### src/rtl/vga_sram_arbiter.sv
// Shares one async SRAM between the VGA pixel-fetch read port and the source R/W port.
// VGA has priority; the source cannot be passed over more than VGA_MAX_STREAK times in a row.
module vga_sram_arbiter #(
    parameter int SRAM_AW        = 18,
    parameter int SRAM_DW        = 16,
    parameter int ACCESS_CYCLES  = 2,
    parameter int VGA_MAX_STREAK = 4
) (
    input  logic                   i_sys_clk,
    input  logic                   i_sys_rst,
    input  logic                   i_vga_req,
    input  logic [SRAM_AW-1:0]     i_vga_addr,
    output logic                   o_vga_gnt,
    output logic [SRAM_DW-1:0]     o_vga_rdata,
    output logic                   o_vga_rvalid,
    input  logic                   i_src_req,
    input  logic                   i_src_we,
    input  logic [SRAM_AW-1:0]     i_src_addr,
    input  logic [SRAM_DW/8-1:0]   i_src_be,
    input  logic [SRAM_DW-1:0]     i_src_wdata,
    output logic                   o_src_gnt,
    output logic [SRAM_DW-1:0]     o_src_rdata,
    output logic                   o_src_rvalid,
    output logic                   o_sram_ce_n,
    output logic                   o_sram_oe_n,
    output logic                   o_sram_we_n,
    output logic [SRAM_DW/8-1:0]   o_sram_be_n,
    output logic [SRAM_AW-1:0]     o_sram_addr,
    output logic [SRAM_DW-1:0]     o_sram_dq_write,
    output logic                   o_sram_dq_en,
    input  logic [SRAM_DW-1:0]     i_sram_dq_read
);
    localparam int CW = $clog2(ACCESS_CYCLES + 1);
    localparam int SW = $clog2(VGA_MAX_STREAK + 1);
    localparam logic [CW-1:0] CNT_LAST   = CW'(ACCESS_CYCLES - 1);
    localparam logic [CW-1:0] CNT_WE_OFF = CW'(ACCESS_CYCLES - 2);
    localparam logic [SW-1:0] STREAK_MAX = SW'(VGA_MAX_STREAK);

    typedef enum logic {ST_IDLE, ST_ACCESS} state_t;

    state_t          r_state;
    logic [CW-1:0]   r_cnt;
    logic [SW-1:0]   r_streak;
    logic            r_is_vga;
    logic            r_is_write;

    logic            w_decide;
    logic            w_grant_vga;
    logic            w_grant_src;

    function automatic logic [SW-1:0] streak_inc(input logic [SW-1:0] s);
        return (s == STREAK_MAX) ? s : s + SW'(1);
    endfunction

    // Decisions happen only while idle or on the final cycle of an access.
    assign w_decide    = (r_state == ST_IDLE) || (r_cnt == CNT_LAST);
    assign w_grant_vga = i_vga_req && !(i_src_req && (r_streak == STREAK_MAX));
    assign w_grant_src = i_src_req && !w_grant_vga;

    always_ff @(posedge i_sys_clk or posedge i_sys_rst) begin
        if (i_sys_rst) begin
            r_state         <= ST_IDLE;
            r_cnt           <= '0;
            r_streak        <= '0;
            r_is_vga        <= 1'b0;
            r_is_write      <= 1'b0;
            o_vga_gnt       <= 1'b0;
            o_vga_rdata     <= '0;
            o_vga_rvalid    <= 1'b0;
            o_src_gnt       <= 1'b0;
            o_src_rdata     <= '0;
            o_src_rvalid    <= 1'b0;
            o_sram_ce_n     <= 1'b1;
            o_sram_oe_n     <= 1'b1;
            o_sram_we_n     <= 1'b1;
            o_sram_be_n     <= '1;
            o_sram_addr     <= '0;
            o_sram_dq_write <= '0;
            o_sram_dq_en    <= 1'b0;
        end else begin
            o_vga_gnt    <= 1'b0;
            o_src_gnt    <= 1'b0;
            o_vga_rvalid <= 1'b0;
            o_src_rvalid <= 1'b0;

            if (r_state == ST_ACCESS) begin
                // Release we_n one cycle early so data/addr hold past the write strobe.
                if (r_is_write && (r_cnt == CNT_WE_OFF))
                    o_sram_we_n <= 1'b1;
                if (r_cnt != CNT_LAST) begin
                    r_cnt <= r_cnt + CW'(1);
                end else if (!r_is_write) begin
                    if (r_is_vga) begin
                        o_vga_rdata  <= i_sram_dq_read;
                        o_vga_rvalid <= 1'b1;
                    end else begin
                        o_src_rdata  <= i_sram_dq_read;
                        o_src_rvalid <= 1'b1;
                    end
                end
            end

            if (w_decide) begin
                if (!i_src_req)
                    r_streak <= '0;
                if (w_grant_vga) begin
                    if (i_src_req)
                        r_streak <= streak_inc(r_streak);
                    r_state      <= ST_ACCESS;
                    r_cnt        <= '0;
                    r_is_vga     <= 1'b1;
                    r_is_write   <= 1'b0;
                    o_vga_gnt    <= 1'b1;
                    o_sram_ce_n  <= 1'b0;
                    o_sram_oe_n  <= 1'b0;
                    o_sram_we_n  <= 1'b1;
                    o_sram_be_n  <= '0;
                    o_sram_addr  <= i_vga_addr;
                    o_sram_dq_en <= 1'b0;
                end else if (w_grant_src) begin
                    r_streak    <= '0;
                    r_state     <= ST_ACCESS;
                    r_cnt       <= '0;
                    r_is_vga    <= 1'b0;
                    r_is_write  <= i_src_we;
                    o_src_gnt   <= 1'b1;
                    o_sram_ce_n <= 1'b0;
                    o_sram_addr <= i_src_addr;
                    if (i_src_we) begin
                        o_sram_oe_n     <= 1'b1;
                        o_sram_we_n     <= 1'b0;
                        o_sram_be_n     <= ~i_src_be;
                        o_sram_dq_write <= i_src_wdata;
                        o_sram_dq_en    <= 1'b1;
                    end else begin
                        o_sram_oe_n  <= 1'b0;
                        o_sram_we_n  <= 1'b1;
                        o_sram_be_n  <= '0;
                        o_sram_dq_en <= 1'b0;
                    end
                end else begin
                    r_state      <= ST_IDLE;
                    o_sram_ce_n  <= 1'b1;
                    o_sram_oe_n  <= 1'b1;
                    o_sram_we_n  <= 1'b1;
                    o_sram_be_n  <= '1;
                    o_sram_dq_en <= 1'b0;
                end
            end
        end
    end
endmodule

### config.mk
export PLATFORM = sky130hd
export DESIGN_NAME = vga_sram_arbiter
export DESIGN_NICKNAME = d
export VERILOG_FILES = /design/src/rtl/vga_sram_arbiter.sv
export SDC_FILE = /design/constraint.sdc
export NUM_CORES = 1
export LEC_CHECK = 0
export ABC_AREA = 1
export BUFFER_PORTS_ARGS = -buffer_cell sky130_fd_sc_hd__buf_2
export CORE_UTILIZATION = 45
export CTS_BUF_LIST = sky130_fd_sc_hd__clkbuf_16
export DETAILED_ROUTE_END_ITERATION = 16
export GPL_TIMING_DRIVEN = 0
export PLACE_DENSITY_LB_ADDON = 0.1
export SLEW_MARGIN = 20
export SYNTH_ARGS = -nofsm -noshare
export SYNTH_HDL_FRONTEND = slang
export SYNTH_SLANG_ARGS = --single-unit
export TNS_END_PERCENT = 100
### constraint.sdc
create_clock -name i_sys_clk -period 4.6 [get_ports i_sys_clk]
set_input_delay 0.23 -clock i_sys_clk [delete_from_list [all_inputs] [get_ports i_sys_clk]]
set_output_delay 0.23 -clock i_sys_clk [all_outputs]
set_load 0.03 [all_outputs]
==> results.yml <==
power_and_ir_drop:
  cellPowerDensity_nw_per_um2: 642.3
  p_leak_nw: 2.760
  vdd_drop_max_mv: 0.2444
critical_path:
  required_ns: 4.82
  critical_path.startpoint: "r_streak[0]"
  critPathMaxFanout: 10
  crit_type: "reg2reg"
  arrival_ns: 1.86
  cp-start-kind: "flop"
  r2r_start: "r_streak[0]"
  cp-end-kind: "flop"
detailed_routing:
  drc: 0
  wirelength_um: 8361
  drtIter0Drc: 159
  vias: 3206
  postRouteAntennaNets: 0
  dr.pass1.iters: 4
  wire_per_inst_um: 12.33
  viasPerCell: 4.729
layout:
  areaGrowthSynthToFinish_pct: 33.10
  fin_util_pct: 62.56
  design_area_um2: 4860
  layout.nets: 648
  antenna_cells: 0
  final_layout_size_suffix_gt1_share_pct: 35.07
synthesis:
  synth_most_common_cell: "nand2_1"
  synthXorXnorAreaFrac_pct: 0.2399
  syn_area_um2: 3651
  ys_ff_latch: 84
  synth_top_family_by_area: "simple AND/OR/NAND/NOR gates"
  synth.yosys.seq_area_share_pct: 57.75
  yosys.area_share.simple_pct: 27.90
  synth_edf_count: 0
  synthMuxAreaShare_pct: 0
  synth_largest_area_cell: "dfrtp_1"
  synthArstFlopShare_pct: 100.0
  synthFlopType: "dfrtp_1"
  postSynthAreaPerCell_um2: 8.905
  synth_cell_types: 26
  yosysWarnings: 0
  synth_fa_ha_area_share_pct: 0.6854
  synth_compound_area_share_pct: 5.449
  synth_area_leaders: "dfrtp_1, nand2_1, o21ai_0, inv_1, nand3b_1"
  yosysTopAreaCellShare_pct: 54.15
  syn_nets: 487
  synth_common_cells: "nand2_1, dfrtp_1, inv_1"
  syn_inst: 410
placement:
  hpwl_um: 6053
  port_buffers: 148
  place_ws_ns: 2.964
  gp_congestion: 0.7600
  placed_area_um2: 4549
timing:
  fin_crit_sh_pct: 35.67
  finalSetupViolCount: 0
  final.setup.tns_ns: 0
  period_needed_ns: 1.641
  worst_pin_slew_ns: 0.4989
  finClkSkew_ns: 0.008313
  setup_ws_ns: 2.959
  fmax_mhz: 609.4
  finalHoldViolCount: 0
  slew_headroom_pct: 66.74
  rsz0062_at_grt: "no"
  slew_violations: 0
status:
  status: "complete, no violations"
hold_path:
  hold_class: "in2reg"
  hp-start: "i_src_be[1]"
grt:
  grt_first_pass_wirelength_um: 14060
  grt_max_degree: 52
  grt_pass1_vias: 3018
  overflow: 0
  track_usage_pct: 21.05
  antenna_found_initial: 0
clock_tree:
  htreeDepth: 3
  tritoncts: "built"
  clockBufferDepth: 2
  cts.clk_slew.worst_paths_ns: 0.06
  worst_skew_pair.late_latency_ns: 0.33
  cts.sinks: 84
  cts-buffers-inserted: 9
  clock-root-buffer: "clkbuf_16"
die:
  dieArea_um2: 8478
  row_count: 32
  die_h_um: 92.08
  ios: 151
  start_util_pct: 47.00
  core_area_um2: 7767
  die_width_um: 92.08
flow_run:
  max_cap_viol_count: 0
-- power breakdown --
part / switching [W] / internal [W] / total, W
registers: 0.000134 / 0.00101 / 0.00114
clock network: 0.000297 / 0.000423 / 0.000720
logic: 0.000904 / 0.000352 / 0.00126
-- registers in the layout, indices dropped and copies added (netlist names), 2 cells and up --
register	count
o_sram_addr	18
o_sram_be_n	2
o_sram_dq_write	16
o_src_rdata	16
o_vga_rdata	16
r_cnt	2
r_streak	3
-- cell type report --
type	count	area [um^2]
Timing Repair Buffer	150	778.2
Inverter	45	171.4
Buffer	22	122.6
Sequential cell	84	2108
Tap cell	102	127.6
Multi-Input combinational cell	259	1251
Clock buffer	9	225.2
Fill cell	708	2908
Clock inverter	7	75.07
-- metrics by stage --
stage,hold slack [ns],cells,total power (W)
floorplan,0.3709,410,0.002016
global placement,0.4489,660,0.002399
detailed placement,0.2761,661,0.002421
CTS,0.1355,678,0.003155
global route,0.1582,678,0.003315
finish,0.1391,678,0.003121
-- cells in the final DEF, fill, tap and decap left out, drive strengths merged --
cell type and n:
buf 166, clkbuf 14, ha 2, a21oi 1, o21ai 35, clkinv 1, bufinv 1, nor3b 1
xor2 1, dfrtp 79, clkinvlp 3, nor2 10, dfstp 5, nand4 16, nand3 26, o21bai 1
dlygate4sd3 1, nand3b 18, inv 47, or2 1, nor3 2, nand2 145
-- worst paths after layout --
check | end | slack, ns | cells past startpoint
max | o_sram_dq_write[15] | 2.96 | 8
min | o_sram_be_n[1] | 0.14 | 4
max reg2reg | o_sram_dq_write[15] | 2.96 | 8
min reg2reg | o_sram_dq_write[0] | 0.46 | 2
max in group asynchronous | r_state | 3.54 | 4
min in group asynchronous | o_sram_dq_write[4] | 0.48 | 3
-- timing repair --
| item | CTS | global route |
|---|---|---|
| hold buffers | 1 | 0 |
| endpoints found under the hold margin | 28 | 0 |
| gates resized for setup | 0 | 0 |
| endpoints found under the setup margin | 0 | 0 |
| buffers inserted | 0 | 0 |
-- worst max-delay path: stages, from the launching register on --
cell and delay [ns]:
dfrtp_1 0.40, inv_1 0.08, ha_1 0.19, nand2_2 0.09
a21oi_4 0.28, nand3_4 0.18, buf_6 0.19, nand2_1 0.06
nand2_1 0.05
-- cells by family (layout without fill, tap and decap cells) --
| kind of cell | Yosys count | after routing |
|---|---|---|
| buffers and inverters | 67 | 233 |
| AND/OR/NAND/NOR | 219 | 219 |
| adder cells (fa/ha/maj) | 2 | 2 |
| AO/OA/AOI/OAI | 37 | 37 |
| flip-flops | 84 | 84 |
| XOR/XNOR | 1 | 1 |
-- routing by layer --
layer	part of all wire, %	up-vias	GRT usage (%)
li1	-	1625	-
met1	47	1473	28.51
met2	47	100	33.64
met3	5.8	8	3.980
met4	0.98	0	7.943
met5	0	-	0
(Power assumes the default switching activity.)
